==> src/rtl/multi_edge_pulse_gen.sv <==
// Multi-channel synchronise / debounce / edge-pulse generator for push-buttons.
// Optional auto-repeat on held press: define MULTI_EDGE_PULSE_GEN_REPEAT_EN.
module multi_edge_pulse_gen #(
    parameter int N_CH             = 4,
    parameter int DEB_CYCLES       = 16,
    parameter int EDGE_MODE        = 0,
    parameter int PULSE_ACTIVE_LOW = 1,
    parameter int REPEAT_DELAY     = 50000000,
    parameter int REPEAT_PERIOD    = 10000000
) (
    input  logic            clk,
    input  logic            rst,
    input  logic [N_CH-1:0] level_in,
    output logic [N_CH-1:0] level_db,
    output logic [N_CH-1:0] pulse_out,
    output logic            any_pulse
);

    localparam int CNT_W = $clog2(DEB_CYCLES + 1);
    localparam logic [CNT_W-1:0] DEB_LAST = CNT_W'(DEB_CYCLES - 1);
    localparam logic IDLE_LVL = (PULSE_ACTIVE_LOW != 0);

    typedef enum logic [1:0] {
        ST_IDLE,
        ST_PULSE,
        ST_HELD
    } state_t;

    if (N_CH < 1 || DEB_CYCLES < 1 || EDGE_MODE < 0 || EDGE_MODE > 2 ||
        REPEAT_DELAY < 1 || REPEAT_PERIOD < 1) begin : g_bad_cfg
        $error("multi_edge_pulse_gen: invalid parameter set");
    end

    logic [N_CH-1:0] w_pulse;

    assign any_pulse = |w_pulse;

    for (genvar g = 0; g < N_CH; g++) begin : g_ch
        logic             r_sync1;
        logic             r_sync2;
        logic             r_db;
        logic [CNT_W-1:0] r_cnt;
        logic             r_pulse_out;
        state_t           r_state;
        state_t           w_state_nx;
        logic             w_flip;
        logic             w_qual;
        logic             w_rep_hit;

        always_ff @(posedge clk or posedge rst) begin
            if (rst) begin
                r_sync1 <= 1'b1;
                r_sync2 <= 1'b1;
            end else begin
                r_sync1 <= level_in[g];
                r_sync2 <= r_sync1;
            end
        end

        // Any sample that agrees with the accepted level restarts the window.
        always_ff @(posedge clk or posedge rst) begin
            if (rst) begin
                r_db  <= 1'b1;
                r_cnt <= '0;
            end else if (r_sync2 == r_db) begin
                r_cnt <= '0;
            end else if (r_cnt == DEB_LAST) begin
                r_db  <= ~r_db;
                r_cnt <= '0;
            end else begin
                r_cnt <= r_cnt + CNT_W'(1);
            end
        end

        assign w_flip = (r_sync2 != r_db) && (r_cnt == DEB_LAST);
        assign w_qual = (EDGE_MODE == 2) ? w_flip :
                        (EDGE_MODE == 1) ? (w_flip && !r_db) :
                                           (w_flip && r_db);

`ifdef MULTI_EDGE_PULSE_GEN_REPEAT_EN
        localparam int REP_MAX = (REPEAT_DELAY > REPEAT_PERIOD) ?
                                 REPEAT_DELAY : REPEAT_PERIOD;
        localparam int REP_W = $clog2(REP_MAX + 1);

        logic [REP_W-1:0] r_rep;
        logic             r_first;
        logic [REP_W-1:0] w_rep_tgt;

        assign w_rep_tgt = r_first ? REP_W'(REPEAT_DELAY - 1) :
                                     REP_W'(REPEAT_PERIOD - 1);
        assign w_rep_hit = (EDGE_MODE != 1) && !w_flip && !r_db &&
                           (r_state != ST_IDLE) && (r_rep == w_rep_tgt);

        // Counts cycles since the last press or repeat pulse while held.
        always_ff @(posedge clk or posedge rst) begin
            if (rst) begin
                r_rep   <= '0;
                r_first <= 1'b1;
            end else if (w_flip || r_db) begin
                r_rep   <= '0;
                r_first <= 1'b1;
            end else if (w_rep_hit) begin
                r_rep   <= '0;
                r_first <= 1'b0;
            end else if (r_state != ST_IDLE) begin
                r_rep <= r_rep + REP_W'(1);
            end
        end
`else
        assign w_rep_hit = 1'b0;
`endif

        always_comb begin
            w_state_nx = r_state;
            unique case (1'b1)
                w_flip: begin
                    if (w_qual) begin
                        w_state_nx = ST_PULSE;
                    end else begin
                        w_state_nx = r_db ? ST_HELD : ST_IDLE;
                    end
                end
                w_rep_hit: begin
                    w_state_nx = ST_PULSE;
                end
                (r_state == ST_PULSE): begin
                    w_state_nx = r_db ? ST_IDLE : ST_HELD;
                end
                default: begin
                    w_state_nx = r_state;
                end
            endcase
        end

        always_ff @(posedge clk or posedge rst) begin
            if (rst) begin
                r_state     <= ST_IDLE;
                r_pulse_out <= IDLE_LVL;
            end else begin
                r_state     <= w_state_nx;
                r_pulse_out <= (w_state_nx == ST_PULSE) ^ IDLE_LVL;
            end
        end

        assign w_pulse[g]   = (r_state == ST_PULSE);
        assign level_db[g]  = r_db;
        assign pulse_out[g] = r_pulse_out;
    end

endmodule

==> config.mk <==
export PLATFORM = sky130hd
export DESIGN_NAME = multi_edge_pulse_gen
export DESIGN_NICKNAME = d
export VERILOG_FILES = /design/src/rtl/multi_edge_pulse_gen.sv
export SDC_FILE = /design/constraint.sdc
export NUM_CORES = 1
export LEC_CHECK = 0
export ABC_CLOCK_PERIOD_IN_PS = 1920
export CAP_MARGIN = 10
export CORE_UTILIZATION = 59
export CTS_BUF_LIST = sky130_fd_sc_hd__clkbuf_4
export DETAILED_ROUTE_END_ITERATION = 12
export MAX_ROUTING_LAYER = met4
export PLACE_DENSITY = 0.81
export REMOVE_ABC_BUFFERS = 1
export SETUP_SLACK_MARGIN = 0.15
export SLEW_MARGIN = 20
export SYNTH_ARGS = -nofsm -noshare
export SYNTH_HDL_FRONTEND = slang
export SYNTH_SLANG_ARGS = --single-unit
==> constraint.sdc <==
create_clock -name clk -period 1.92 [get_ports clk]
set_clock_uncertainty 0.1 [all_clocks]
set_input_delay 0.384 -clock clk [delete_from_list [all_inputs] [get_ports clk]]
set_output_delay 0.384 -clock clk [all_outputs]
set_load 0.05 [all_outputs]
==> results of run 1 <==
report_power, final:
| group | leakage, nW | total, mW | switching, mW | internal (mW) |
|---|---|---|---|---|
| Combinational | 0.570 | 0.0831 | 0.0463 | 0.0368 |
| Clock | 0.0293 | 0.429 | 0.275 | 0.154 |
| Sequential | 0.547 | 0.991 | 0.0267 | 0.964 |
what timing repair did:
action                     4_1_cts  5_1_grt
setup endpoints to repair        1        1
resized for setup                0        4
pin swaps                        0        1
buffers inserted                 3        0
critical path: stages, from the launching register on:
cell                      delay (ps)
sky130_fd_sc_hd__dfrtp_1         410
sky130_fd_sc_hd__inv_1            70
sky130_fd_sc_hd__a221o_1         360
sky130_fd_sc_hd__buf_12          160
area by class of cell:
cell class	count	area share (%)
Inverter	9	1.57
Sequential cell	44	52.3
Tap cell	44	2.56
Clock inverter	2	0.524
Timing Repair Buffer	18	10.4
Clock buffer	6	2.10
Multi-Input combinational cell	92	30.6
metrics by stage:
| step | cell area [µm²] | hold WS [ps] | setup slack (ps) |
|---|---|---|---|
| after floorplan | 1810 | 245 | 431 |
| after global placement | 2060 | 246 | 472 |
| after detailed placement | 2060 | 248 | 439 |
| after CTS | 2140 | 266 | 70.6 |
| after global routing | 2150 | 270 | 9.86 |
| final | 2150 | 263 | 83.2 |
state kept, by name, indices dropped and copies added, names as in the netlist:
register / count
g_ch.r_cnt: 20
g_ch.r_state: 8
g_ch.r_db: 4
g_ch.r_pulse_out: 4
g_ch.r_sync1: 4
g_ch.r_sync2: 4
final timing paths:
check / cells after the start / slack [ps] / to
worst max register to register: 4 / 410 / g_ch[3].r_state[0]
worst max-delay path: 3 / 80 / any_pulse
worst min-delay path: 0 / 260 / g_ch[3].r_sync2
max in group asynchronous: 3 / 1160 / g_ch[0].r_db
min in group asynchronous: 3 / 300 / g_ch[3].r_cnt[0]
worst min register to register: 0 / 260 / g_ch[3].r_sync2
Yosys cell counts:
| cell type | instances | share of area [%] |
|---|---|---|
| sky130_fd_sc_hd__xor2_1 | 12 | 5.6 |
| sky130_fd_sc_hd__o21ai_0 | 7 | 1.9 |
| sky130_fd_sc_hd__inv_1 | 9 | 1.8 |
| sky130_fd_sc_hd__dfstp_2 | 16 | 22 |
| sky130_fd_sc_hd__a31oi_1 | 4 | 1.3 |
| sky130_fd_sc_hd__nand3_1 | 4 | 1.1 |
| sky130_fd_sc_hd__o311ai_0 | 1 | 0.47 |
| sky130_fd_sc_hd__o22ai_1 | 2 | 0.67 |
| sky130_fd_sc_hd__nor4_1 | 1 | 0.33 |
| sky130_fd_sc_hd__o32ai_1 | 2 | 0.93 |
| sky130_fd_sc_hd__a21oi_1 | 3 | 0.80 |
| sky130_fd_sc_hd__nor2_1 | 12 | 2.4 |
| sky130_fd_sc_hd__and3_2 | 1 | 0.40 |
| sky130_fd_sc_hd__buf_4 | 8 | 3.2 |
| sky130_fd_sc_hd__ha_1 | 4 | 2.7 |
| sky130_fd_sc_hd__clkbuf_2 | 2 | 0.53 |
| sky130_fd_sc_hd__o311a_1 | 3 | 1.6 |
| sky130_fd_sc_hd__nand4b_4 | 4 | 5.1 |
| sky130_fd_sc_hd__or3b_4 | 1 | 0.60 |
| sky130_fd_sc_hd__a221o_1 | 1 | 0.53 |
| sky130_fd_sc_hd__a211oi_1 | 1 | 0.40 |
| sky130_fd_sc_hd__a21o_1 | 3 | 1.2 |
| sky130_fd_sc_hd__and2_1 | 5 | 1.7 |
| sky130_fd_sc_hd__buf_2 | 1 | 0.27 |
| sky130_fd_sc_hd__and3_1 | 2 | 0.67 |
| sky130_fd_sc_hd__nand2b_1 | 2 | 0.67 |
| sky130_fd_sc_hd__nand2_1 | 16 | 3.2 |
| sky130_fd_sc_hd__dfrtp_1 | 28 | 37 |
| sky130_fd_sc_hd__mux2i_1 | 1 | 0.53 |
per-layer routing:
metal	up-vias	global-route usage (%)
li1	555	-
met1	575	24.8
met2	28	34.5
met3	4	4.84
met4	0	15.0
met5	-	-
cell families (layout without fill, tap and decap cells):
family / Yosys count / after routing / synth area share (%)
flops: 44 / 44 / 59.6
simple gates: 48 / 48 / 16.0
mux: 1 / 1 / 0.532
xor+xnor: 12 / 12 / 5.59
buf+inv: 20 / 35 / 5.79
compound gates: 27 / 27 / 9.78
fa+ha+maj: 4 / 4 / 2.66
==> flow_metrics.env, run 1 <==
export IMPL_layout_cells_most_common="sky130_fd_sc_hd__dfrtp_1"
export IMPL_pin_count=15
export IMPL_sequential_cell_area_um2=1120
export IMPL_start_point_of_the_critical_path="g_ch[2].r_state[1]"
export IMPL_clock_tree_root_cell="sky130_fd_sc_hd__clkbuf_4"
export IMPL_rsz0062_at_grt="yes"
export IMPL_arrival_time_at_the_worst_endpoint_ps=1350
export IMPL_maxSlewViolCount=0
export IMPL_timing_slew_headroom_pct=79.7
export IMPL_first_pass_iters=5
export IMPL_fp_coreArea_um2=3030
export IMPL_cp_required_ps=1440
export IMPL_r2r_start="g_ch[3].r_cnt[0]"
export IMPL_vdd_ir_drop_max_v=0.000620
export IMPL_fillerInstances=209
export IMPL_fin_total_pwr_mw=1.50
export IMPL_start_kind="register"
export IMPL_wl_met2_um=1580
export IMPL_dp_cells=204
export IMPL_setup_worst_path_end_class="primary output"
export IMPL_number_of_global_route_vias_before_repair=1153
export IMPL_place_detailed_hpwl_um=2080
export IMPL_synth_area_um2=1880
export IMPL_gr_usage_all_layers_pct=21.8
export IMPL_pwr_per_cell_area_nw_per_um2=700
export IMPL_vias=1162
export IMPL_number_of_warnings_reported_in_the_yosys_synthesis_log=0
export IMPL_grt_first_pass_wirelength_um=5080
export IMPL_report_final_hold_viol_count=0
export IMPL_routedLengthMet1_um=1220
export IMPL_grt_max_degree=45
export IMPL_fin_crit_ps=1840
export IMPL_post_drt_wl_per_cell_um=13.7
export IMPL_outcome="finished, final reports clean"
export IMPL_buffer_ports_inserted=14
export IMPL_post_route_cells_drive_above_1_share_pct=26.9
export IMPL_worstHoldPathType="reg -> reg"
export IMPL_finish_utilization_pct=70.9
export IMPL_floorplan_initialDensity_pct=62.1
export IMPL_multi_input_comb_area_um2=657
export IMPL_route_antenna_remaining_nets=0
export IMPL_die_width_um=58.5
export IMPL_globalplace_congestion=0.728
export IMPL_crit_fanout=3
export IMPL_hold_bufs_at_cts=0
export IMPL_most_common_layout_cells="sky130_fd_sc_hd__dfrtp_1 (27), sky130_fd_sc_hd__nand2_1 (16), sky130_fd_sc_hd__dfstp_2 (16)"
export IMPL_fin_nets=180
export IMPL_period_share_pct=95.7
export IMPL_route_final_wire_length_um=2940
export IMPL_drc=0
export IMPL_cts_max_path_buffers=2
export IMPL_clk_insertion_delay_late_ps=350
export IMPL_tritoncts="done"
export IMPL_instances_no_fill=215
export IMPL_total_leakage_power_nw=1.15
export IMPL_hold_path_startpoint="g_ch[3].r_sync1"
export IMPL_clk_transition_reported_paths_ps=120
export IMPL_fp_row_count=20
export IMPL_die_area_um2=3420
export IMPL_route_detailed_vias_per_inst=5.40
export IMPL_synth_distinct_cells=29
export IMPL_finalSetupViolations=0
export IMPL_numCtsBuffers=5
export IMPL_fmaxAchievable_mhz=544
export IMPL_syn_to_final_growth_pct=14.2
export IMPL_cts_num_sinks=44
export IMPL_maxUsedRoutingLayer="met4"
export IMPL_initial_antenna_violation_count=0
export IMPL_post_syn_instances=156
export IMPL_synth_sequential_area_ratio_pct=59.6
export IMPL_overflow=0
export IMPL_detailroute_wirelength_met3_um=97
export IMPL_ys_ff_latch=44
export IMPL_htreeDepth=2
export IMPL_setup_tns_ps=0
export IMPL_initialDrtViolationCount=67
export IMPL_final_antenna_diode_count=0
export IMPL_synthesis_area_per_instance_um2=12.1
export IMPL_dieHeight_um=58.5
export IMPL_timing_worst_slew_pin_value_ps=300
export IMPL_crit_type="reg -> out"
export IMPL_max_cap_violations=0
Power figures use the tool's default switching activity.
==> run 2, diff against run 1 <==
--- a/config.mk
+++ b/config.mk
@@ -14,3 +14,2 @@
 export PLACE_DENSITY = 0.81
-export REMOVE_ABC_BUFFERS = 1
 export SETUP_SLACK_MARGIN = 0.15
==> constraint.sdc (replaced) <==
create_clock -name clk -period 1.92 [get_ports clk]
set_clock_uncertainty 0.1 [all_clocks]
set_input_delay 0.288 -clock clk [delete_from_list [all_inputs] [get_ports clk]]
set_output_delay 0.288 -clock clk [all_outputs]
set_load 0.05 [all_outputs]
==> run 2 against run 1 <==
  * First-iteration DRC count is 63% lower
  * Global-route usage is 1.2 points lower
  * Register-to-register slack better by 40 ps
  * Non-clock buffer count is 2 lower
  * Via count is 2.4% lower
  * Power is 1.1% higher
  * Final area is 3.8% lower
  * Utilization is 2.7 points lower
  * Sequential cell count stayed put
  * Cell count is 0.93% lower
  * Maximum frequency is 5.5% higher
==> flow_metrics.env, run 2 (synthesis gave the netlist of run 1 again) <==
export IMPL_outcome="finished, final reports clean"
export IMPL_clk_insertion_delay_late_ps=350
export IMPL_worstHoldPathType="in -> reg"
export IMPL_max_cap_violations=0
export IMPL_setup_worst_path_end_class="primary output"
export IMPL_clk_transition_reported_paths_ps=110
export IMPL_floorplan_initialDensity_pct=62.1
export IMPL_numCtsBuffers=5
export IMPL_total_leakage_power_nw=1.12
export IMPL_setup_tns_ps=0
export IMPL_fin_nets=178
export IMPL_fp_coreArea_um2=3030
export IMPL_pin_count=15
export IMPL_clock_tree_root_cell="sky130_fd_sc_hd__clkbuf_4"
export IMPL_pwr_per_cell_area_nw_per_um2=736
export IMPL_hold_bufs_at_cts=0
export IMPL_top_register="g_ch.r_cnt"
export IMPL_largest_register_ffs=20
export IMPL_start_kind="register"
export IMPL_timing_slew_headroom_pct=65.4
export IMPL_overflow=0
export IMPL_timing_worst_slew_pin_value_ps=519
export IMPL_crit_fanout=3
export IMPL_globalplace_congestion=0.750
export IMPL_cts_num_sinks=44
export IMPL_most_common_layout_cells="sky130_fd_sc_hd__dfrtp_1 (28), sky130_fd_sc_hd__nand2_1 (16), sky130_fd_sc_hd__dfstp_2 (16)"
export IMPL_largest_registers_in_the_final_layout="g_ch.r_cnt (20), g_ch.r_state (8)"
export IMPL_route_antenna_remaining_nets=0
export IMPL_place_detailed_hpwl_um=1890
export IMPL_tritoncts="done"
export IMPL_layout_cells_most_common="sky130_fd_sc_hd__dfrtp_1"
export IMPL_fmaxAchievable_mhz=575
export IMPL_drc=0
export IMPL_grt_max_degree=45
export IMPL_period_share_pct=90.6
export IMPL_die_width_um=58.5
export IMPL_arrival_time_at_the_worst_endpoint_ps=1350
export IMPL_dieHeight_um=58.5
export IMPL_gr_usage_all_layers_pct=20.6
export IMPL_crit_type="reg -> out"
export IMPL_finalSetupViolations=0
export IMPL_synth_fp_nets=166
export IMPL_route_detailed_vias_per_inst=5.32
export IMPL_first_pass_iters=6
export IMPL_number_of_global_route_vias_before_repair=1171
export IMPL_fp_row_count=20
export IMPL_buffer_ports_inserted=14
export IMPL_report_final_hold_viol_count=0
export IMPL_fin_total_pwr_mw=1.52
export IMPL_post_route_cells_drive_above_1_share_pct=24.3
export IMPL_post_drt_wl_per_cell_um=12.6
export IMPL_htreeDepth=2
export IMPL_die_area_um2=3420
export IMPL_vias=1134
export IMPL_fin_crit_ps=1740
export IMPL_cp_required_ps=1530
export IMPL_vdd_ir_drop_max_v=0.000496
export IMPL_syn_to_final_growth_pct=9.85
export IMPL_rsz0062_at_grt="yes"
export IMPL_initial_antenna_violation_count=0
export IMPL_grt_first_pass_wirelength_um=4920
export IMPL_cts_max_path_buffers=2
export IMPL_route_final_wire_length_um=2690
export IMPL_final_antenna_diode_count=0
export IMPL_timing_reg2reg_setup_slack_ps=450
export IMPL_maxSlewViolCount=0
export IMPL_initialDrtViolationCount=25
==> run 2: changes by cell type in the layout (fill, tap and decap cells not counted), sizes merged <==
cell | before | now
buf | 13 | 11
clkbuf | 6 | 8
clkinv | 1 | 0
clkinvlp | 1 | 0
==> run 2: area by class of cell <==
type	instances	area (µm²)
flip-flops and latches	44	1120
fillers	218	962
multi-input cells	92	651
repair buffers	16	145
clock buffers	8	60.1
well taps	44	55.1
inverters	9	33.8
==> run 2: final timing paths <==
path	cells after the start	start	to
worst max-delay path	4	g_ch[1].r_state[0]	any_pulse
min in group asynchronous	3	rst	g_ch[0].r_cnt[2]
max in group asynchronous	3	rst	g_ch[3].r_pulse_out
worst min-delay path	1	level_in[3]	g_ch[3].r_sync1
worst min register to register	0	g_ch[0].r_sync1	g_ch[0].r_sync2
worst max register to register	4	g_ch[1].r_cnt[0]	g_ch[1].r_state[0]
==> run 2: worst max-delay path, stage by stage (launching register included) <==
cell	delay, ps
sky130_fd_sc_hd__dfrtp_1	420
sky130_fd_sc_hd__inv_1	60
sky130_fd_sc_hd__o22ai_1	70
sky130_fd_sc_hd__a221o_1	310
sky130_fd_sc_hd__buf_12	160
==> run 2: repair_timing <==
item | 4_1_cts | 5_1_grt
setup endpoints to repair | 0 | 1
buffers inserted | 0 | 1
resized for setup | 0 | 0
==> run 2: metrics by stage <==
step / cell area, µm² / cells / utilization, % / setup slack, ps / hold slack (ps)
global route: 2070 / 213 / 68.2 / 98.9 / 205
finish: 2070 / 213 / 68.2 / 180 / 234
detailed placement: 2000 / 204 / 66.0 / 454 / 248
CTS: 2060 / 212 / 68.0 / 151 / 213
global placement: 2000 / 204 / 66.0 / 523 / 246
floorplan: 1880 / 156 / - / 527 / 192
==> run 2: power breakdown <==
group          internal [mW]  switching, mW
Clock                  0.189          0.263
Sequential             0.964         0.0261
Combinational         0.0333         0.0448
==> run 2: layer usage <==
| metal | track usage [%] | wire length, µm | vias up | share of wire (%) |
|---|---|---|---|---|
| met5 | - | 0 | - | 0 |
| met4 | 11.2 | 21 | 0 | 0.78 |
| met3 | 7.25 | 91 | 2 | 3.4 |
| met2 | 32.2 | 1400 | 18 | 52 |
| met1 | 23.3 | 1170 | 565 | 44 |
| li1 | - | - | 549 | - |
